### src/rtl/systolic_pkg.sv
// Shared types and helpers for the output-stationary systolic PE.
// Operand product helper works on widened values and is trimmed by callers.
package systolic_pkg;

  localparam int DATA_W_DEF = 16;
  localparam int ACC_W_DEF  = 40;
  localparam int MAX_W      = 64;

  typedef enum logic {
    ACC_IDLE = 1'b0,
    ACC_RUN  = 1'b1
  } acc_state_e;

  // Extend both dw-bit operands to MAX_W and multiply; the low ACC_W bits
  // equal the 2*dw product extended to ACC_W whenever ACC_W >= 2*dw.
  function automatic logic [MAX_W-1:0] ext_product(
    input logic [MAX_W-1:0] a,
    input logic [MAX_W-1:0] b,
    input logic             signed_mode,
    input int               dw
  );
    int               sh;
    logic [MAX_W-1:0] ax;
    logic [MAX_W-1:0] bx;
    sh = MAX_W - dw;
    ax = a;
    bx = b;
    if (signed_mode) begin
      ax = $unsigned($signed(a << sh) >>> sh);
      bx = $unsigned($signed(b << sh) >>> sh);
    end
    return ax * bx;
  endfunction

endpackage

### src/rtl/systolic_pe_os_mac.sv
// Product register, tile accumulator and overflow tracking.
// Emits the finished sum combinationally on the cycle it is formed.
module pe_mac_stage
  import systolic_pkg::*;
#(
  parameter int DATA_W   = DATA_W_DEF,
  parameter int ACC_W    = ACC_W_DEF,
  parameter int SIGNED   = 1,
  parameter int PIPE_MUL = 1
) (
  input  logic              clk,
  input  logic              rst_n,
  input  logic [DATA_W-1:0] a_i,
  input  logic [DATA_W-1:0] b_i,
  input  logic              valid_i,
  input  logic              last_i,
  output logic [ACC_W-1:0]  res_o,
  output logic              res_ovf_o,
  output logic              res_valid_o
);

  logic [ACC_W-1:0] prod_c;
  logic [ACC_W-1:0] prod;
  logic             pv;
  logic             pl;

  assign prod_c = ACC_W'(ext_product(MAX_W'(a_i), MAX_W'(b_i),
                                     SIGNED != 0, DATA_W));

  if (PIPE_MUL != 0) begin : g_pipe
    logic [ACC_W-1:0] prod_q;
    logic             pv_q;
    logic             pl_q;

    // Product stage register with its valid/last tags.
    always_ff @(posedge clk or negedge rst_n) begin
      if (!rst_n) begin
        prod_q <= '0;
        pv_q   <= 1'b0;
        pl_q   <= 1'b0;
      end else begin
        prod_q <= prod_c;
        pv_q   <= valid_i;
        pl_q   <= last_i;
      end
    end

    assign prod = prod_q;
    assign pv   = pv_q;
    assign pl   = pl_q;
  end else begin : g_comb
    assign prod = prod_c;
    assign pv   = valid_i;
    assign pl   = last_i;
  end

  acc_state_e       st_q;
  acc_state_e       st_d;
  logic [ACC_W-1:0] acc_q;
  logic [ACC_W-1:0] acc_d;
  logic [ACC_W-1:0] sum;
  logic             carry;
  logic             ovf_q;
  logic             ovf_d;
  logic             add_ovf;
  logic             done;

  assign {carry, sum} = {1'b0, acc_q} + {1'b0, prod};
  assign add_ovf = (SIGNED != 0)
                 ? ((acc_q[ACC_W-1] == prod[ACC_W-1]) &&
                    (sum[ACC_W-1] != acc_q[ACC_W-1]))
                 : carry;

  // Tile FSM: first valid term loads, later ones add; bubbles hold.
  always_comb begin
    st_d  = st_q;
    acc_d = acc_q;
    ovf_d = ovf_q;
    done  = 1'b0;
    if (pv) begin
      unique case (st_q)
        ACC_IDLE: begin
          acc_d = prod;
          ovf_d = 1'b0;
        end
        ACC_RUN: begin
          acc_d = sum;
          ovf_d = ovf_q | add_ovf;
        end
      endcase
      st_d = pl ? ACC_IDLE : ACC_RUN;
      done = pl;
    end
  end

  // Accumulator state register.
  always_ff @(posedge clk or negedge rst_n) begin
    if (!rst_n) begin
      st_q  <= ACC_IDLE;
      acc_q <= '0;
      ovf_q <= 1'b0;
    end else begin
      st_q  <= st_d;
      acc_q <= acc_d;
      ovf_q <= ovf_d;
    end
  end

  assign res_o       = acc_d;
  assign res_ovf_o   = ovf_d;
  assign res_valid_o = done;

endmodule

### src/rtl/systolic_pe_os.sv
// Output-stationary systolic PE: operand forwarding, MAC, result
// slot and a one-stage drain chain that gives pass-through priority.
module systolic_pe_os
  import systolic_pkg::*;
#(
  parameter int DATA_W   = DATA_W_DEF,
  parameter int ACC_W    = ACC_W_DEF,
  parameter int SIGNED   = 1,
  parameter int PIPE_MUL = 1
) (
  input  logic              clk,
  input  logic              rst_n,
  input  logic [DATA_W-1:0] a_in,
  input  logic [DATA_W-1:0] b_in,
  input  logic              valid_in,
  input  logic              last_in,
  output logic [DATA_W-1:0] a_out,
  output logic [DATA_W-1:0] b_out,
  output logic              valid_out,
  output logic              last_out,
  input  logic [ACC_W-1:0]  c_in,
  input  logic              c_ovf_in,
  input  logic              c_valid_in,
  output logic [ACC_W-1:0]  c_out,
  output logic              c_ovf_out,
  output logic              c_valid_out,
  output logic              overrun
);

  if (ACC_W < 2 * DATA_W) begin : g_bad_acc
    $error("systolic_pe_os: ACC_W must be >= 2*DATA_W");
  end
  if (ACC_W > MAX_W) begin : g_bad_max
    $error("systolic_pe_os: ACC_W exceeds MAX_W");
  end

  logic [DATA_W-1:0] a_q;
  logic [DATA_W-1:0] b_q;
  logic              v_q;
  logic              l_q;

  // Forwarding registers; they double as the MAC input register.
  always_ff @(posedge clk or negedge rst_n) begin
    if (!rst_n) begin
      a_q <= '0;
      b_q <= '0;
      v_q <= 1'b0;
      l_q <= 1'b0;
    end else begin
      a_q <= a_in;
      b_q <= b_in;
      v_q <= valid_in;
      l_q <= last_in;
    end
  end

  assign a_out     = a_q;
  assign b_out     = b_q;
  assign valid_out = v_q;
  assign last_out  = l_q;

  logic [ACC_W-1:0] res;
  logic             res_ovf;
  logic             res_vld;

  pe_mac_stage #(
    .DATA_W   (DATA_W),
    .ACC_W    (ACC_W),
    .SIGNED   (SIGNED),
    .PIPE_MUL (PIPE_MUL)
  ) u_mac (
    .clk         (clk),
    .rst_n       (rst_n),
    .a_i         (a_q),
    .b_i         (b_q),
    .valid_i     (v_q),
    .last_i      (l_q),
    .res_o       (res),
    .res_ovf_o   (res_ovf),
    .res_valid_o (res_vld)
  );

  logic             full_q, full_d;
  logic [ACC_W-1:0] slot_q, slot_d;
  logic             sovf_q, sovf_d;
  logic             ovr_q, ovr_d;
  logic [ACC_W-1:0] c_q, c_d;
  logic             cov_q, cov_d;
  logic             cv_q, cv_d;
  logic             drain;

  // Result slot and drain mux; a full slot only empties when the
  // chain has no pass-through traffic this cycle.
  always_comb begin
    drain  = full_q & ~c_valid_in;
    full_d = full_q & ~drain;
    slot_d = slot_q;
    sovf_d = sovf_q;
    ovr_d  = ovr_q;
    if (res_vld) begin
      if (!full_q || drain) begin
        full_d = 1'b1;
        slot_d = res;
        sovf_d = res_ovf;
      end else begin
        ovr_d = 1'b1;
      end
    end
    cv_d  = c_valid_in | full_q;
    c_d   = c_q;
    cov_d = cov_q;
    if (c_valid_in) begin
      c_d   = c_in;
      cov_d = c_ovf_in;
    end else if (full_q) begin
      c_d   = slot_q;
      cov_d = sovf_q;
    end
  end

  // Slot, sticky overrun and drain output registers.
  always_ff @(posedge clk or negedge rst_n) begin
    if (!rst_n) begin
      full_q <= 1'b0;
      slot_q <= '0;
      sovf_q <= 1'b0;
      ovr_q  <= 1'b0;
      c_q    <= '0;
      cov_q  <= 1'b0;
      cv_q   <= 1'b0;
    end else begin
      full_q <= full_d;
      slot_q <= slot_d;
      sovf_q <= sovf_d;
      ovr_q  <= ovr_d;
      c_q    <= c_d;
      cov_q  <= cov_d;
      cv_q   <= cv_d;
    end
  end

  assign c_out       = c_q;
  assign c_ovf_out   = cov_q;
  assign c_valid_out = cv_q;
  assign overrun     = ovr_q;

endmodule
### config.mk
export PLATFORM = sky130hd
export DESIGN_NAME = systolic_pe_os
export DESIGN_NICKNAME = d
export VERILOG_FILES = /design/src/rtl/systolic_pkg.sv /design/src/rtl/systolic_pe_os_mac.sv /design/src/rtl/systolic_pe_os.sv
export SDC_FILE = /design/constraint.sdc
export NUM_CORES = 1
export LEC_CHECK = 0
export CAP_MARGIN = 20
export CORE_ASPECT_RATIO = 2
export CORE_MARGIN = 5
export CORE_UTILIZATION = 35
export CTS_BUF_LIST = sky130_fd_sc_hd__clkbuf_4 sky130_fd_sc_hd__clkbuf_8 sky130_fd_sc_hd__clkbuf_16
export CTS_CLUSTER_SIZE = 40
export DETAILED_ROUTE_END_ITERATION = 6
export PLACE_DENSITY_LB_ADDON = 0.2
export SLEW_MARGIN = 40
export SYNTH_ARGS = -nofsm -noshare
export SYNTH_HDL_FRONTEND = slang
export SYNTH_SLANG_ARGS = --single-unit
### constraint.sdc
create_clock -name clk -period 16.88 [get_ports clk]
set_clock_uncertainty 0.05 [all_clocks]
set_input_delay 3.376 -clock clk [delete_from_list [all_inputs] [get_ports clk]]
set_output_delay 3.376 -clock clk [all_outputs]
set_load 0.01 [all_outputs]
==> results of run 1 <==
==> layout make-up <==
class                   count  area [sq um]  share of cell area
multi-input cells        1392         12800               0.585
flip-flops and latches    195          4880               0.224
repair buffers            163          1620              0.0742
inverters                 305          1140              0.0525
well taps                 676           846              0.0388
clock buffers              19           447              0.0205
clock inverters            13           119             0.00545
==> layer usage <==
| layer | up-vias | share of wire | global-route usage |
|---|---|---|---|
| li1 | 6426 | - | - |
| met1 | 6679 | 0.39 | 0.184 |
| met2 | 265 | 0.55 | 0.320 |
| met3 | 73 | 0.031 | 0.0203 |
| met4 | 0 | 0.033 | 0.0642 |
| met5 | - | 0 | 0 |
==> flip-flops by register name, indices dropped and copies added (netlist names), 16 cells and up <==
name                 cells
b_out                   16
u_mac.acc_q             40
slot_q                  40
a_out                   16
u_mac.g_pipe.prod_q     32
c_out                   40
==> synthesized netlist by cell type (3+ instances only) <==
master and count:
buf_1 6, buf_4 3, nor2_1 85, mux2_1 3
a211oi_1 8, inv_1 305, dfrtp_1 195, mux2_2 8
ha_1 121, xnor2_1 49, nor3_1 10, a21o_1 37
o21bai_1 13, and3_1 3, o21ai_2 6, xor2_1 17
mux2i_1 70, fa_1 263, nor2b_1 6, nand4_1 7
or2_2 5, a21oi_2 5, o211ai_1 3, nand2b_1 11
clkbuf_1 63, o21ai_1 18, and2_1 130, o21ai_0 76
nand3b_1 5, or3_1 3, nand3_1 21, a21oi_1 100
clkbuf_8 3, nand2_1 256, a31oi_1 10, o21a_1 7
==> path summary, 6_finish.rpt <==
kind                           start                      end  cells after the start
max                        a_out[15]  u_mac.g_pipe.prod_q[30]                     19
min                         last_out        u_mac.g_pipe.pl_q                      0
max reg2reg                a_out[15]  u_mac.g_pipe.prod_q[30]                     19
min reg2reg                 last_out        u_mac.g_pipe.pl_q                      0
max in group asynchronous      rst_n        u_mac.g_pipe.pv_q                      2
min in group asynchronous      rst_n                 b_out[1]                      1
==> per-stage QoR <==
| stage | area, sq um | util | hold WS (ns) | std cells | worst slack, ns |
|---|---|---|---|---|---|
| 2_1_floorplan | 19100 | - | 0.366 | 1972 | 10.80 |
| 6_report | 21800 | 0.401 | 0.336 | 2763 | 10.15 |
| 5_1_grt | 21800 | 0.401 | 0.353 | 2763 | 9.88 |
| 4_1_cts | 21800 | 0.401 | 0.341 | 2763 | 10.09 |
| 3_5_place_dp | 21200 | 0.391 | 0.314 | 2731 | 10.12 |
| 3_3_place_gp | 21200 | 0.391 | 0.318 | 2731 | 10.21 |
==> cell families (layout without fill, tap and decap cells) <==
kind of cell / count (synthesis) / in the layout / share of synthesized area
and+or+nand+nor: 550 / 550 / 0.135
buffers and inverters: 385 / 500 / 0.0789
adders and majority gates: 384 / 384 / 0.354
AOI/OAI and AO/OA: 311 / 311 / 0.104
DFF: 195 / 195 / 0.255
muxes: 81 / 81 / 0.0431
xor gates and xnor gates: 66 / 66 / 0.0302
==> worst reg2reg max path: cells and delay by family (launching register included) <==
kind                     cells  cell delay [ns]
adder cells (fa/ha/maj)      7             3.73
AO/OA/AOI/OAI                5             0.98
flip-flops                   1             0.74
AND/OR/NAND/NOR              3             0.67
buffers and inverters        3             0.27
XOR/XNOR                     1             0.14
==> results.md, run 1 <==
* N_diodes at 0
* CP Buf/Inv Count at 3
* DRT Wirelength at approximately 48 mm
* Crit-path max FO at 17
* Syn Std Cell Area at 19100 sq um
* Fmax at 149 MHz
* Most frequent cells in the layout: 305 x inv_1, 263 x fa_1, 256 x nand2_1
* CTS tree: done
* Min-Delay Path Class: register to register
* PostCTS Resize Cnt at 0
* Reg2Reg Setup Slack at roughly 10 ns
* Core Region at between 50000 and 60000 sq um
* Avg Inst Size Synth at roughly 9.7 sq um
* Die Width at around 180 um
* Slowest stage delay, CP at 0.84 ns
* Setup TNS Final at 0 ns
* Dpl hpwl at 38.5 mm
* GP Congestion at 0.872
* Cells after synthesis at 1972
* Least-Margin Pin Slew at 0.833 ns
* Clock-pin transition on the worst setup and hold timing paths at 0.08 ns
* Post-route ant nets at 0
* 1st-pass router iterations at 5
* Count of final setup violators at 0
* Startpoint Class: register
* Fin nets at approximately 2.5k
* CTS Buffer Depth at 2
* Drt wl/cell at between 15 and 20 um
* Worst path cell trace: nand2_1 > inv_1 > fa_1 > fa_1 > fa_1 > fa_1 > fa_1 > inv_1 > fa_1 > inv_1 > ha_1 > nand3_1 > or2_2 > o21ai_1 > a21oi_1 > o21ba_2 > o311ai_1 > a21oi_1 > xnor2_1
* Max_cap viols at 0
* Async set-reset flop share out of synthesis at 1.00
* CP top delay family: adder cells
* Post-synthesis sequential area ratio at 0.255
* Initial antenna violation count at 0
* Max-slew headroom at 0.444
* Largest net degree at the start of global routing at 87
* Dominant cell type by area after synthesis: fa_1
* CP endpoint kind: register
* # fillers at 5363
* Final Hold Fails at 0
* DRC violations left at 0
* Postcts setup bufs at 0
* Final Critical Period at 6.73 ns
* PortBufs at around 150
* Starting Density at 0.352
* Vias per std cell at 4.87
* Number of global-route vias before repair at 15.1k
* Total grt overflow at 0
* Yosys warning count at 0
* Global Route Usage Sum at 0.167
* I/O Pins at 155
* Slowest cell on the critical path: fa_1
* H-Tree Depth at 4
* 1st-iter DRT viols at 511
* Status: finished, final reports clean
* CTS Buf Count at 17
* CTS root buf: clkbuf_16
* Share of cells above drive strength 1 at 0.0441
* Max-slew violations at 0
* Syn_nets at 2434
* Yosys reg bits at 195
* Commonest non-fill, non-tap cell in the layout: inv_1
* Top cells by area, synth: fa_1 28%, dfrtp_1 26%, ha_1 7.9%
* Distinct cells, synth at 70
* CP arrival at 7.02 ns
* RSZ-0062 raised after global routing: no
* Clock Latency Late Sink at 0.47 ns
* Part of the cycle the worst path needs at 0.399
* Yosys top cell area share at 0.275
* TritonCTS Sinks at about 200
* First-pass GRT wire length at 79.6 mm
* Ys flop type: dfrtp_1
* Area growth syn-to-layout at 14.0%
* Post-synth EDFFs at 0
* Setup CP Type: register to register
* Die area at about 60000 sq um
* Worst EP required at 17.17 ns
* Hold Buf Count CTS at 0
* Vias at 13.4k
* Worst path most repeated cell: fa_1
* Die Span Y at 341 um
* Core Rows at 121
Power of run 1 is not shown: default switching activity piles up to over one toggle a cycle in this logic, so the estimate is an artifact.
==> run 2: changes to the inputs <==
- clock period: 16.88 -> 6.8 ns (I/O delays scaled with it)
==> run 2 against run 1 <==
Die area unchanged. Non-clock buffer count grew 30. Critical path depth grew 3. Via count increased by 1.3%. Routed wire length grew 2.4%. Cell area is 1.2% higher.
==> results.md, run 2 (same netlist as run 1, synthesis figures left out) <==
* Status: finished, final reports clean
* 1st-pass router iterations at 4
* Die Width at 175 um
* Multi-input gate area at 12800 sq um
* FF+latch area at 4890 sq um
* Final Critical Period at 6.49 ns
* Number of global-route vias before repair at about 15k
* Initial antenna violation count at 0
* Dpl hpwl at ~40 mm
* CTS Buf Count at 17
* Vias at 13.6k
* I/O Pins at around 160
* # fillers at about 5.4k
* Max_cap viols at 0
* Global Route Usage Sum at 0.169
* Final Hold Fails at 0
* Worst EP required at between 7 and 8 ns
* Post-Place Setup Slack at 0.255 ns
* Clock Latency Late Sink at ~0.46 ns
* Starting Density at 0.352
* GP Congestion at ~0.89
* R2r worst-path depth at 22
* PortBufs at approximately 150
* CTS tree: done
* Core Region at 54400 sq um
* Least-Margin Pin Slew at around 0.75 ns
* Share of cells above drive strength 1 at 0.0605
* Total grt overflow at 0
* Commonest non-fill, non-tap cell in the layout: inv_1
* Max-slew violations at 0
* Most frequent cells in the layout: 305 x inv_1, 263 x fa_1, 256 x nand2_1
* Post-route ant nets at 0
* Setup TNS Final at 0 ns
* Largest net degree at the start of global routing at slightly below 100
* Max-slew headroom at 0.503
* H-Tree Depth at 4
* Core Rows at 121
* N_diodes at 0
* Drt wl/cell at 17.5 um
* Vias per std cell at 4.88
* CTS Buffer Depth at 2
* CP arrival at 6.81 ns
* Fmax at 154 MHz
* 1st-iter DRT viols at 417
* DRT Wirelength at between 40 and 50 mm
* CTS root buf: clkbuf_16
* Hold depth at 0
* Crit-path max FO at 17
* DRC violations left at 0
* Min-Delay Path Class: register to register
* Count of final setup violators at 0
* Die area at 59700 sq um
* Part of the cycle the worst path needs at 0.955
* Final setup margin at 0.309 ns
* RSZ-0062 raised after global routing: no
* First-pass GRT wire length at around 80 mm
* CP endpoint kind: register
* Startpoint Class: register
* Setup CP Type: register to register
* Clock-pin transition on the worst setup and hold timing paths at 0.07 ns
* TritonCTS Sinks at 195
* Area growth syn-to-layout at 15.4%
* Fin nets at 2566
* Die Span Y at 341 um
-- run 2: cell count changes in the layout (fill, tap and decap cells not counted), sizes merged --
| cell | delta |
|---|---|
| clkbuf | +1 |
| buf | +30 |
| clkinvlp | -3 |
| inv | +2 |
-- run 2: layout make-up --
cell class / instances / share of cell area
Multi-Input combinational cell: 1392 / 0.577
Sequential cell: 195 / 0.221
Timing Repair Buffer: 193 / 0.0850
Inverter: 305 / 0.0518
Tap cell: 676 / 0.0383
Clock buffer: 20 / 0.0209
Clock inverter: 12 / 0.00504
-- run 2: worst paths after layout --
check	from	endpoint	slack, ns
worst max-delay path	b_out[9]	u_mac.g_pipe.prod_q[30]	0.31
worst min-delay path	last_out	u_mac.g_pipe.pl_q	0.33
worst max register to register	b_out[9]	u_mac.g_pipe.prod_q[30]	0.31
worst min register to register	last_out	u_mac.g_pipe.pl_q	0.33
max in group asynchronous	rst_n	u_mac.st_q	5.05
min in group asynchronous	rst_n	a_out[2]	0.77
-- run 2: worst max-delay path: stages, from the launching register on --
cell and delay (ns):
dfrtp_1 0.81, nand2_1 0.15, fa_1 0.51, inv_1 0.06, fa_1 0.49, fa_1 0.60
fa_1 0.43, fa_1 0.49, inv_1 0.05, fa_1 0.47, inv_1 0.04, ha_1 0.34
a21o_1 0.21, a21o_1 0.17, a21oi_1 0.20, nor2_1 0.08, a211oi_1 0.22, o21ai_1 0.14
a21oi_1 0.24, o21ba_2 0.19, o311ai_1 0.12, a21oi_1 0.19, xnor2_1 0.14
-- run 2: repair_timing --
action                                  4_1_cts  5_1_grt
gates resized for setup                       0        6
hold buffers                                  0        0
endpoints found under the setup margin        0        2
buffers inserted                              0        0
-- run 2: metal layers --
metal  global-route usage  part of all wire  wire length, um  vias to the layer above
met5                    0                 0                0                        -
met4               0.0731             0.040             1960                        0
met3               0.0194             0.026             1290                       90
met2                0.335              0.57            27700                      264
met1                0.176              0.37            18000                     6783
li1                     -                 -                -                     6485
-- run 2: metrics by stage --
stage / utilization / hold WS (ns) / cell area [sq um] / cells
final: 0.406 / 0.329 / 22100 / 2793
after global routing: 0.406 / 0.349 / 22100 / 2793
after CTS: 0.406 / 0.333 / 22100 / 2793
after detailed placement: 0.395 / 0.315 / 21500 / 2761
after global placement: 0.395 / 0.315 / 21500 / 2760
after floorplan: - / 0.366 / 19100 / 1972
Power of run 2 is left out for the same reason.
==> run 3: changes to the inputs <==
- SKIP_CTS_REPAIR_TIMING: not set -> 1
==> results of run 3 <==
The final DEF is identical to that of run 2; final timing and power are the same.
Power of run 3 is left out for the same reason.
